[src/rtl/rr_bus_arbiter.sv]
// Round-robin arbiter with a registered one-hot grant and a per-tenure hold limit.
// Define ARB_LOCK_EN to let the current owner's lock bit suppress the forced handoff.
module rr_bus_arbiter #(
  parameter int N        = 4,
  parameter int MAX_HOLD = 8,
  parameter int IDW      = 2
) (
  input  logic           clk,
  input  logic           rst,
  input  logic [N-1:0]   req,
  input  logic [N-1:0]   lock,
  output logic [N-1:0]   gnt,
  output logic           gnt_valid,
  output logic [IDW-1:0] gnt_id,
  output logic           any_req
);

  localparam int             HCW       = $clog2(MAX_HOLD + 1);
  localparam logic [HCW-1:0] HOLD_LAST = HCW'(MAX_HOLD - 1);
  localparam logic [N-1:0]   ONE       = N'(1);

  typedef enum logic {IDLE, GRANT} state_t;

  state_t         state;
  logic [IDW-1:0] ptr;
  logic [HCW-1:0] hold_cnt;

  logic [IDW:0]   cand;
  logic           cand_found;
  logic [IDW-1:0] cand_idx;
  logic           owner_req;
  logic           hold_full;
  logic           locked;
  logic           take_new;
  logic           go_idle;

  // Returns {found, index} of the first set mask bit at or after start, wrapping.
  function automatic logic [IDW:0] pick_rr(input logic [N-1:0] mask,
                                           input logic [IDW-1:0] start);
    logic [IDW:0] res;
    int           j;
    res = '0;
    for (int i = N - 1; i >= 0; i--) begin
      j = (int'(start) + i) % N;
      if (mask[j]) res = {1'b1, IDW'(j)};
    end
    return res;
  endfunction

  function automatic logic [IDW-1:0] inc_wrap(input logic [IDW-1:0] idx);
    return (int'(idx) == N - 1) ? '0 : idx + IDW'(1);
  endfunction

  assign any_req    = |req;
  // Masking the owner out makes the search see only the other pending requesters.
  assign cand       = pick_rr(req & ~gnt, ptr);
  assign cand_found = cand[IDW];
  assign cand_idx   = cand[IDW-1:0];
  assign owner_req  = |(req & gnt);
  assign hold_full  = (hold_cnt == HOLD_LAST);

`ifdef ARB_LOCK_EN
  assign locked = |(lock & gnt);
`else
  logic unused_lock;
  assign unused_lock = ^lock;
  assign locked      = 1'b0;
`endif

  always_comb begin
    take_new = 1'b0;
    go_idle  = 1'b0;
    if (state == IDLE) begin
      take_new = cand_found;
    end else begin
      take_new = cand_found && (!owner_req || (hold_full && !locked));
      go_idle  = !owner_req && !cand_found;
    end
  end

  always_ff @(posedge clk or posedge rst) begin
    if (rst) begin
      state     <= IDLE;
      gnt       <= '0;
      gnt_valid <= 1'b0;
      gnt_id    <= '0;
      ptr       <= '0;
      hold_cnt  <= '0;
    end else if (take_new) begin
      state     <= GRANT;
      gnt       <= ONE << cand_idx;
      gnt_valid <= 1'b1;
      gnt_id    <= cand_idx;
      ptr       <= inc_wrap(cand_idx);
      hold_cnt  <= '0;
    end else if (go_idle) begin
      state     <= IDLE;
      gnt       <= '0;
      gnt_valid <= 1'b0;
      gnt_id    <= '0;
      hold_cnt  <= '0;
    end else if (state == GRANT && !hold_full) begin
      hold_cnt  <= hold_cnt + HCW'(1);
    end
  end

endmodule

[config.mk]
export PLATFORM = sky130hd
export DESIGN_NAME = rr_bus_arbiter
export DESIGN_NICKNAME = d
export VERILOG_FILES = /design/src/rtl/rr_bus_arbiter.sv
export SDC_FILE = /design/constraint.sdc
export NUM_CORES = 1
export LEC_CHECK = 0
export CAP_MARGIN = 20
export CORE_MARGIN = 1.5
export CORE_UTILIZATION = 47
export CTS_CLUSTER_SIZE = 40
export DETAILED_ROUTE_END_ITERATION = 10
export PLACE_DENSITY = 0.86
export SLEW_MARGIN = 15
export SYNTH_ARGS = -nofsm -noshare
export SYNTH_HDL_FRONTEND = slang
export SYNTH_SLANG_ARGS = --single-unit
[constraint.sdc]
create_clock -name clk -period 2.7 [get_ports clk]
set_input_delay 0.27 -clock clk [delete_from_list [all_inputs] [get_ports clk]]
set_output_delay 0.27 -clock clk [all_outputs]
set_load 0.02 [all_outputs]
==> results of run 1 <==
==> worst max-delay path by stage <==
stage | startpoint | to | slack [ps] | cells after the start
3_5_place_dp | req[2] | ptr[1]$_DFFE_PP0P_ | 520 | 7
6_report | req[1] | any_req | 610 | 3
5_1_grt | req[1] | any_req | 560 | 3
3_3_place_gp | req[0] | ptr[1]$_DFFE_PP0P_ | 560 | 7
2_1_floorplan | gnt[2]$_DFFE_PP0P_ | ptr[1]$_DFFE_PP0P_ | 700 | 6
4_1_cts | req[1] | any_req | 600 | 3
==> worst max-delay path: cells and delay by family <==
family,cells,cell delay (ps)
buffers and inverters,2,1010
AND/OR/NAND/NOR,1,530
==> area by class of cell <==
type | instances | area share
flip-flops and latches | 13 | 0.345
inverters | 5 | 0.0199
clock buffers | 4 | 0.0279
repair buffers | 14 | 0.146
multi-input cells | 54 | 0.440
well taps | 16 | 0.0212
==> metrics by stage <==
| step | std cells | setup WS (ps) | cell area, µm² | util | hold slack [ps] |
|---|---|---|---|---|---|
| finish | 106 | 609 | 942 | 0.618 | 312 |
| global route | 106 | 555 | 942 | 0.618 | 384 |
| CTS | 106 | 597 | 942 | 0.618 | 322 |
| detailed placement | 102 | 521 | 916 | 0.601 | 481 |
| global placement | 102 | 562 | 916 | 0.601 | 483 |
| floorplan | 73 | 705 | 769 | - | 147 |
==> per-layer routing <==
layer,share of wire,wire (µm)
met1,0.51,764
met2,0.42,633
met3,0.049,73
met4,0.019,28
met5,0,0
==> power by group <==
part	switching [mW]	internal (mW)	leakage (nW)
combinational	0.268	0.283	0.263
sequential	0.0747	0.268	0.164
clock	0.0598	0.0572	0.0150
total	0.402	0.608	0.441
==> cells in the final DEF (no fill, tap or decap) <==
| cell | netlist | layout |
|---|---|---|
| sky130_fd_sc_hd__a21oi_1 | 2 | 2 |
| sky130_fd_sc_hd__nand3_1 | 4 | 4 |
| sky130_fd_sc_hd__nor2b_1 | 2 | 2 |
| sky130_fd_sc_hd__clkbuf_4 | 0 | 3 |
| sky130_fd_sc_hd__and2_4 | 1 | 1 |
| sky130_fd_sc_hd__mux2_2 | 1 | 1 |
| sky130_fd_sc_hd__nor2_1 | 3 | 3 |
| sky130_fd_sc_hd__mux2_4 | 2 | 2 |
| sky130_fd_sc_hd__or4_1 | 1 | 1 |
| sky130_fd_sc_hd__a221oi_1 | 1 | 1 |
| sky130_fd_sc_hd__clkbuf_1 | 0 | 1 |
| sky130_fd_sc_hd__buf_4 | 0 | 1 |
| sky130_fd_sc_hd__a22oi_2 | 1 | 1 |
| sky130_fd_sc_hd__clkdlybuf4s50_1 | 0 | 13 |
| sky130_fd_sc_hd__inv_1 | 5 | 5 |
| sky130_fd_sc_hd__or2_2 | 1 | 1 |
| sky130_fd_sc_hd__nand4_1 | 1 | 1 |
| sky130_fd_sc_hd__a22o_1 | 5 | 5 |
| sky130_fd_sc_hd__nor3b_1 | 1 | 1 |
| sky130_fd_sc_hd__dfrtp_1 | 13 | 13 |
| sky130_fd_sc_hd__ha_1 | 5 | 5 |
| sky130_fd_sc_hd__o211ai_1 | 1 | 1 |
| sky130_fd_sc_hd__nand2_1 | 3 | 3 |
| sky130_fd_sc_hd__o21ai_1 | 1 | 1 |
| sky130_fd_sc_hd__o2bb2ai_1 | 1 | 1 |
| sky130_fd_sc_hd__o22a_1 | 1 | 1 |
| sky130_fd_sc_hd__xor2_1 | 3 | 3 |
| sky130_fd_sc_hd__a22oi_1 | 1 | 1 |
| sky130_fd_sc_hd__a221o_1 | 1 | 1 |
| sky130_fd_sc_hd__nand2b_1 | 4 | 4 |
| sky130_fd_sc_hd__o21a_1 | 2 | 2 |
| sky130_fd_sc_hd__o21ai_0 | 2 | 2 |
| sky130_fd_sc_hd__nand3b_1 | 1 | 1 |
| sky130_fd_sc_hd__and3_1 | 2 | 2 |
==> cell families (layout without fill, tap and decap cells) <==
| kind of cell | count (synthesis) | count (layout) |
|---|---|---|
| muxes | 3 | 3 |
| and+or+nand+nor | 24 | 24 |
| DFF | 13 | 13 |
| AOI/OAI and AO/OA | 19 | 19 |
| xor gates and xnor gates | 3 | 3 |
| buffers and inverters | 6 | 23 |
| adders and majority gates | 5 | 5 |
==> sequential cells by signal, summed over array words and instances (netlist names) <==
register,count
ptr,2
gnt_id,2
gnt,4
state,1
hold_cnt,4
==> impl_results.md, run 1 <==
* Result of the run: finished, final reports clean
* Most frequently used cell type in the post-synthesis netlist: sky130_fd_sc_hd__dfrtp_1
* Area contributors post-synth: sky130_fd_sc_hd__dfrtp_1, sky130_fd_sc_hd__ha_1, sky130_fd_sc_hd__a22o_1
* Classification of the worst setup path: in -> out
* Startpoint of the worst register-to-register path: gnt[2]$_DFFE_PP0P_
* Final number of max-transition violations at 0
* DRC violation count after routing at 0
* Largest family of logic cells by synthesized area: compound AO/OA/AOI/OAI gates
* Reg2reg path depth at 6
* Standard-cell row count at 14
* # Post-CTS Setup Buffers at 0
* Vias in the first global route at 564
* Cell taking the most area after synthesis: sky130_fd_sc_hd__dfrtp_1
* Die area at 0.00189 mm²
* Cell chain of the critical path: clkdlybuf4s50_1 > or4_1 > clkdlybuf4s50_1
* LEAKAGE at 0.441 nW
* Synth-to-Final Area Change at 22.4%
* Starting density of the core at 0.505
* Hold Violations, Final at 0
* CTS tree: built
* Count of max-cap constraint violations at 0
* Resized Gates After CTS at 0
* First drt pass iteration count at 4
* Post-synth top area share at 0.423
* Count of synthesis-stage warnings from yosys at 0
* Highest clock frequency the design can meet at 0.478 GHz
* Peak VDD IR at 0.599 mV
* Overall via count from detail_route at 597
* Final wirelength at 1.50 mm
* Total area of multi-input combinational cells at 414 µm²
* Placer congestion estimate at 0.806
* Setup-violating endpoint count in the final report at 0
* Critical Path Sink Type: output pin
* Syn Nets at 88
* Cell Area, Synth at 769 µm²
* Nets at 106
* Total track usage at 0.184
* Deepest level of the CTS H-tree at 1
* Most prevalent standard cell on the critical path: sky130_fd_sc_hd__clkdlybuf4s50_1
* Post-synth top flop: sky130_fd_sc_hd__dfrtp_1
* First-iteration detailed-routing DRC count at 17
* Area inside the core boundary at 0.00152 mm²
* Arrival time of data at the critical path endpoint at 1820 ps
* Post-Synth Simple-Gate Area at 0.177
* Proportion of register bits with asynchronous set or reset after synthesis at 1.00
* Number of ports placed on the die boundary at 18
* Crit start category: input pin
* Critical Path RT at 2430 ps
* Final ANT Viol Nets at 0
* Clock latency on the worst-skew pair at 270 ps
* Global-route wire length before repair at 2.55 mm
* Antenna violations before repair at 0
* Number of sinks driven by the clock tree at 13
* Maximum fanout count along the critical path at 4
* CP max-delay cell: sky130_fd_sc_hd__clkdlybuf4s50_1
* Share of final-layout standard cells stronger than drive strength 1 at 0.111
* Slowest Stage Delay on Critical Path at 540 ps
* TritonCTS buffer count at 3
* Die extent in y at 43.5 µm
* Share of cell area taken by muxes after synthesis at 0.0537
* Register-to-register setup slack at 810 ps
* Detailed-route vias per instance at 5.63
* Flop and latch count out of synthesis at 13
* CTS clock-pin slew for the worst setup and hold paths at 80 ps
* Area fraction in compound gates after synthesis at 0.192
* Worst slew margin relative to its limit at 0.676
* Die boundary width at 43.5 µm
* Port bufs at 13
* Per-instance average area after synthesis at 10.5 µm²
* Met1 track demand over resource at 0.272
* Portion of the clock cycle consumed by the worst path in the final layout at 0.774
* Count of inserted antenna diode cells at 0
* Area taken by flip-flops and latches at 325 µm²
* Parity-gate share of the synthesized area counting xor and xnor cells at 0.0341
* Final TNS setup at 0 ps
* Actual transition at the worst max-transition pin at 485 ps
* Filler Cell Count at 124
* M3 GR Usage at 0.0250
* Minimum period implied by the final worst setup slack at 2090 ps
* Class of the worst hold path: in -> async
* Adder-cell share of the synthesized area at 0.0813
* CTS Buffer Depth at 2
* Seq/Total Area, Yosys at 0.423
* Number of flops mapped to enable cells by yosys at 0
* CTS Root Cell: sky130_fd_sc_hd__clkbuf_4
* Met2 GRT Util at 0.266
* Power per standard cell area at 1070 mW/mm²
* WL per Instance at 14.1 µm
* Pwr Total at 1.01 mW
* Endpoint of the worst register-to-register path: ptr[1]$_DFFE_PP0P_
* Post-synthesis instance total at 73
* Largest clock skew in the final design at 0.496 ps
* Maximum number of pins on one net before global-route repair at 14
* Overall overflow remaining after global route at 0
* Busiest layer in global routing: met1
* Number of distinct standard cells referenced by the synthesized netlist at 31
* RSZ-0062 raised after global routing: no
* Quantity of hold-fixing buffers added after cts at 0
* Placed wire-length estimate at 1.12 mm
* Ranking of synthesized cells by instance count: sky130_fd_sc_hd__dfrtp_1, sky130_fd_sc_hd__a22o_1, sky130_fd_sc_hd__ha_1, sky130_fd_sc_hd__inv_1
No activity file was read; power rests on OpenSTA's default activity.
==> run 2: changes to the inputs <==
Settings changed: CORE_UTILIZATION 47 to 43, PLACE_DENSITY 0.86 to 0.83.
Clock period 2.7 ns to 1.7 ns, I/O delays scaled along.
==> run 2 against run 1 <==
Net effect:
- the run now ends with setup timing left
- largest cell class unchanged
- non-clock buffer count rose by 11
- hold slack got worse by 100 ps
- via count rose by 13%
- clock power rose by 65%
- critical path type is now reg -> reg
- wire length rose by 13%
- clock skew rose by 4.2 ps
- sequential cell count did not move
==> impl_results.md, run 2 (synthesized netlist as in run 1, its figures left out) <==
* CP max-delay cell: sky130_fd_sc_hd__dfrtp_2
* Class of the worst hold path: in -> async
* Starting density of the core at 0.451 (-0.0544)
* Die extent in y at 45.3 µm (+4.2%)
* Placed wire-length estimate at 1.27 mm (+14%)
* Maximum fanout count along the critical path at 4 (unchanged)
* Hold Violations, Final at 0 (unchanged)
* Final wirelength at 1.69 mm (+13%)
* Number of sinks driven by the clock tree at 13 (unchanged)
* Placed cell area at 0.00101 mm² (+10%)
* Antenna violations before repair at 0 (unchanged)
* Vias in the first global route at 682 (+21%)
* Slowest Stage Delay on Critical Path at 410 ps (-130 ps)
* Standard-cell row count at 15 (+1)
* WL per Instance at 13.4 µm (-5.3%)
* Minimum period implied by the final worst setup slack at 1770 ps
* Final ANT Viol Nets at 0 (unchanged)
* Violated checks: setup timing
* TritonCTS buffer count at 3 (unchanged)
* CTS clock-pin slew for the worst setup and hold paths at 80 ps (about the same)
* Worst setup margin at -66.7 ps (-676 ps)
* Maximum number of pins on one net before global-route repair at 14 (unchanged)
* Power per standard cell area at 1680 mW/mm² (+57%)
* Count of inserted antenna diode cells at 0 (unchanged)
* LEAKAGE at 0.512 nW (+16%)
* Share of final-layout standard cells stronger than drive strength 1 at 0.307 (+0.196)
* Count of max-cap constraint violations at 0 (unchanged)
* Overall via count from detail_route at 674 (+13%)
* Final number of max-transition violations at 0 (unchanged)
* Setup-violating endpoint count in the final report at 3 (+3)
* CTS Buffer Depth at 2 (unchanged)
* Pwr Total at 1.82 mW (+81%)
* Area inside the core boundary at 0.00171 mm² (+12%)
* Largest registers: gnt: 4 flops, hold_cnt: 4 flops
* RSZ-0062 raised after global routing: yes
* First drt pass iteration count at 3 (-1)
* Deepest level of the CTS H-tree at 1 (unchanged)
* Crit start category: flip-flop
* Result of the run: complete, but fails checks
* Actual transition at the worst max-transition pin at 501 ps (+15.9 ps)
* First-iteration detailed-routing DRC count at 8 (-9)
* Classification of the worst setup path: reg -> reg
* Total track usage at 0.188 (+0.00422)
* Filler Cell Count at 136 (+9.7%)
* Die boundary width at 45.3 µm (+4.2%)
* Portion of the clock cycle consumed by the worst path in the final layout at 1.04
* Overall overflow remaining after global route at 0 (unchanged)
* Highest clock frequency the design can meet at 0.566 GHz
* Worst slew margin relative to its limit at 0.666 (-0.0106)
* DRC violation count after routing at 0 (unchanged)
* Die area at 0.00205 mm² (+8.6%)
* Arrival time of data at the critical path endpoint at 1930 ps (+110 ps)
* Peak VDD IR at 0.797 mV (+33%)
* Critical Path RT at 1860 ps (-570 ps)
* Commonest non-fill, non-tap cell in the layout: sky130_fd_sc_hd__buf_4
* Most used cells in the layout excluding fill and tap cells: sky130_fd_sc_hd__buf_4, sky130_fd_sc_hd__dfrtp_1, sky130_fd_sc_hd__clkdlybuf4s50_1, sky130_fd_sc_hd__inv_1, sky130_fd_sc_hd__a22o_1
* Nets at 117 (+10%)
* Cell chain of the critical path: nand2b_4 > mux2_2 > o211ai_1 > inv_1 > ha_4 > mux2_4
* Global-route wire length before repair at 2.79 mm (+9.4%)
* CTS Root Cell: sky130_fd_sc_hd__clkbuf_4
* CTS tree: built
* Placer congestion estimate at 0.881 (+9.3%)
* Port bufs at 13 (unchanged)
* Largest clock skew in the final design at 4.65 ps (+4.15 ps)
* Clock latency on the worst-skew pair at 270 ps (about the same)
* Detailed-route vias per instance at 5.35 (-5.0%)
* Number of ports placed on the die boundary at 18 (unchanged)
* Final standard cell area without fillers at 0.00108 mm² (+15%)
* Synth-to-Final Area Change at 41.0%
* Critical Path Sink Type: flip-flop
## run 2: changes by cell type in the layout (fill, tap and decap cells not counted), sizes merged
cell           previous run  this run
clkdlybuf4s50            13        11
dlymetal6s2s              0         1
buf                       1        12
clkbuf                    4         5
## run 2: layout make-up
| cell class | instances | area (µm²) | share of cell area |
|---|---|---|---|
| multi-input cells | 54 | 463 | 0.427 |
| flip-flops and latches | 13 | 328 | 0.302 |
| repair buffers | 25 | 218 | 0.201 |
| well taps | 25 | 31.3 | 0.0288 |
| clock buffers | 4 | 26.3 | 0.0242 |
| inverters | 5 | 18.8 | 0.0173 |
## run 2: metal layers
layer	part of all wire	up-vias	global-route usage	wire length, µm
li1	-	323	-	-
met1	0.47	334	0.247	792
met2	0.49	13	0.300	835
met3	0.022	4	0.0240	37
met4	0.012	0	0.100	21
met5	0	-	0	0
## run 2: final timing paths
| path | to | cells after the start | start | slack, ps |
|---|---|---|---|---|
| max | ptr[1]$_DFFE_PP0P_ | 6 | gnt[2]$_DFFE_PP0P_ | -70 |
| min | hold_cnt[1]$_DFFE_PP0P_ | 2 | rst | 210 |
| max reg2reg | ptr[1]$_DFFE_PP0P_ | 6 | gnt[2]$_DFFE_PP0P_ | -70 |
| min reg2reg | gnt_id[0]$_DFFE_PP0P_ | 1 | gnt_id[0]$_DFFE_PP0P_ | 500 |
| max in group asynchronous | gnt[2]$_DFFE_PP0P_ | 2 | rst | 1120 |
| min in group clk | gnt_id[0]$_DFFE_PP0P_ | 1 | gnt_id[0]$_DFFE_PP0P_ | 500 |
## run 2: timing repair
item / in CTS / in global routing
gates cloned: 0 / 0
pin swaps: 3 / 1
setup endpoints to repair: 3 / 6
setup buffers: 1 / 2
gates resized for setup: 6 / 4
hold buffers: 0 / 0
## run 2: metrics by stage
stage          std cells  utilization  worst slack, ps  setup TNS, ps  hold WS [ps]
2_1_floorplan         73            -             -209           -352          46.8
3_3_place_gp         119        0.590             -274          -2440           485
3_5_place_dp         119        0.590             -343          -2860           478
4_1_cts              124        0.619            -54.3          -54.3           230
5_1_grt              126        0.635             -128           -336           260
6_report             126        0.635            -66.7          -81.1           209
## run 2: worst max-delay path, delay by kind of cell (launching register included)
kind	cells	cell delay (ps)
buf+inv	1	120
mux	2	510
compound gates	1	230
fa+ha+maj	1	220
simple gates	1	150
flops	1	410
## run 2: power by group
part | total, mW | switching [mW] | internal, mW
clock | 0.193 | 0.102 | 0.0909
combinational | 1.10 | 0.496 | 0.604
sequential | 0.532 | 0.104 | 0.429
total | 1.82 | 0.701 | 1.12
==> run 3: changes to the inputs <==
==> constraint.sdc (replaced) <==
create_clock -name clk -period 1.7 [get_ports clk]
set_input_delay 0.255 -clock clk [delete_from_list [all_inputs] [get_ports clk]]
set_output_delay 0.255 -clock clk [all_outputs]
set_load 0.02 [all_outputs]
==> run 3 against run 2 <==
Net effect:
- sequential share of layout area fell by 0.069 points
- the run still ends with setup timing left
- power rose by 1.3%
- largest power group unchanged
- core utilization grew 0.15 points
- clock power rose by 2%
- wire length up 4.3%
- critical endpoint unchanged
==> impl_results.md, run 3 (synthesized netlist as in run 1, its figures left out) <==
* Antenna violations before repair at 0 (unchanged)
* Power per standard cell area at 1700 mW/mm² (+1.0%)
* Count of inserted antenna diode cells at 0 (unchanged)
* Portion of the clock cycle consumed by the worst path in the final layout at 1.02 (-0.0150)
* Final number of max-transition violations at 0 (unchanged)
* Total track usage at 0.198 (+0.00999)
* DRC violation count after routing at 0 (unchanged)
* Detailed-route vias per instance at 5.40 (+1.0%)
* WL per Instance at 14.0 µm (+4.3%)
* Endpoint of the worst register-to-register path: ptr[1]$_DFFE_PP0P_
* Share of final-layout standard cells stronger than drive strength 1 at 0.307 (unchanged)
* Result of the run: complete, but fails checks
* Final TNS setup at -62.9 ps (+18.2 ps)
* Starting density of the core at 0.451 (unchanged)
* Arrival time of data at the critical path endpoint at 1920 ps (about the same)
* Minimum period implied by the final worst setup slack at 1740 ps (-25.4 ps)
* First-iteration detailed-routing DRC count at 10 (+2)
* Final standard cell area without fillers at 0.00109 mm² (+0.23%)
* Overall overflow remaining after global route at 0 (unchanged)
* Vias in the first global route at 629 (-7.8%)
* Worst setup margin at -41.2 ps (+25.4 ps)
* Maximum fanout count along the critical path at 3 (-1)
* Largest registers: gnt: 4 flops, hold_cnt: 4 flops
* CTS clock-pin slew for the worst setup and hold paths at 80 ps (about the same)
* Hold WS at 288 ps (+78.2 ps)
* Placed wire-length estimate at 1.21 mm (-4.7%)
* Startpoint of the worst register-to-register path: gnt[0]$_DFFE_PP0P_
* Peak VDD IR at 0.939 mV (+18%)
* Port bufs at 13 (unchanged)
* Pwr Total at 1.85 mW (+1.3%)
* Most used cells in the layout excluding fill and tap cells: sky130_fd_sc_hd__dfrtp_1, sky130_fd_sc_hd__buf_4, sky130_fd_sc_hd__clkdlybuf4s50_1, sky130_fd_sc_hd__inv_1, sky130_fd_sc_hd__a22o_1
* Die area at 0.00205 mm² (unchanged)
* Hold Violations, Final at 0 (unchanged)
* Placer congestion estimate at 0.863 (-2.0%)
* LEAKAGE at 0.505 nW (-1.3%)
* Deepest level of the CTS H-tree at 1 (unchanged)
* Overall via count from detail_route at 681 (+1.0%)
* Highest clock frequency the design can meet at 0.574 GHz (+1.5%)
* Die extent in y at 45.3 µm (unchanged)
* Synth-to-Final Area Change at 41.3%
* Final core utilization at 0.637 (+0.00147)
* Largest clock skew in the final design at 3.59 ps (-1.06 ps)
* Quantity of hold-fixing buffers added after cts at 0 (unchanged)
* Critical Path RT at 1870 ps (about the same)
* Crit start category: flip-flop
* Final ANT Viol Nets at 0 (unchanged)
* Number of ports placed on the die boundary at 18 (unchanged)
* Clock latency on the worst-skew pair at 280 ps (about the same)
* Nets at 117 (unchanged)
* Class of the worst hold path: in -> async
* Global-route wire length before repair at 2.80 mm (+0.25%)
* Count of max-cap constraint violations at 0 (unchanged)
* Classification of the worst setup path: reg -> reg
* Placed cell area at 0.00101 mm² (+0.74%)
* Maximum number of pins on one net before global-route repair at 14 (unchanged)
* Worst slew margin relative to its limit at 0.677 (+0.0117)
* Critical Path Sink Type: flip-flop
* CTS tree: built
* Standard-cell row count at 15 (unchanged)
* Reg2reg path depth at 6 (unchanged)
* Number of sinks driven by the clock tree at 13 (unchanged)
* TritonCTS buffer count at 3 (unchanged)
* CTS Buffer Depth at 2 (unchanged)
* Final wirelength at 1.76 mm (+4.3%)
* Die boundary width at 45.3 µm (unchanged)
* CTS Root Cell: sky130_fd_sc_hd__clkbuf_4
* Setup-violating endpoint count in the final report at 2 (-1)
* Actual transition at the worst max-transition pin at 484 ps (-17.5 ps)
* Register-to-register setup slack at -40 ps (+30 ps)
* Violated checks: setup timing
* Area inside the core boundary at 0.00171 mm² (unchanged)
* RSZ-0062 raised after global routing: yes
* First drt pass iteration count at 4 (+1)
[run 3: power breakdown]
| group | leakage [nW] | internal, mW | switching [mW] |
|---|---|---|---|
| sequential | 0.161 | 0.429 | 0.105 |
| clock | 0.0150 | 0.0913 | 0.106 |
| combinational | 0.330 | 0.604 | 0.514 |
| total | 0.505 | 1.12 | 0.725 |
[run 3: worst max path at each step]
stage,from,end,slack [ps],cells after the start
2_1_floorplan,gnt[2]$_DFFE_PP0P_,ptr[1]$_DFFE_PP0P_,-210,6
3_3_place_gp,req[0],ptr[1]$_DFFE_PP0P_,-380,6
3_5_place_dp,req[2],ptr[1]$_DFFE_PP0P_,-410,7
4_1_cts,gnt[2]$_DFFE_PP0P_,ptr[1]$_DFFE_PP0P_,-20,6
5_1_grt,gnt[2]$_DFFE_PP0P_,ptr[1]$_DFFE_PP0P_,-140,6
6_report,gnt[0]$_DFFE_PP0P_,ptr[1]$_DFFE_PP0P_,-40,6
[run 3: stage by stage]
| step | cells | worst slack [ps] |
|---|---|---|
| global placement | 120 | -375 |
| CTS | 126 | -20.2 |
| detailed placement | 120 | -408 |
| finish | 126 | -41.2 |
| floorplan | 73 | -209 |
| global route | 126 | -141 |
[run 3: metal layers]
| layer | global-route usage | vias up | part of all wire |
|---|---|---|---|
| li1 | - | 326 | - |
| met1 | 0.258 | 330 | 0.47 |
| met2 | 0.291 | 20 | 0.47 |
| met3 | 0.0360 | 5 | 0.031 |
| met4 | 0.147 | 0 | 0.024 |
| met5 | 0 | - | 0 |
[run 3: worst max-delay path, cell delays in order (launching register included)]
cell and delay (ps):
sky130_fd_sc_hd__dfrtp_2 400, sky130_fd_sc_hd__nand2b_4 150, sky130_fd_sc_hd__mux2_4 270, sky130_fd_sc_hd__o211ai_1 210, sky130_fd_sc_hd__inv_1 130, sky130_fd_sc_hd__ha_4 220, sky130_fd_sc_hd__mux2_4 250
[run 3: cell type report]
type | instances | area (µm²)
fill | 128 | 621
multi-input combinational | 54 | 467
sequential | 13 | 328
timing repair buffer | 25 | 216
tap | 25 | 31.3
clock buffer | 4 | 26.3
inverter | 5 | 18.8
[run 3: timing repair]
item,4_1_cts,5_1_grt
gates resized for setup,12,3
setup buffers,2,0
pin swaps,3,1
endpoints found under the setup margin,8,5
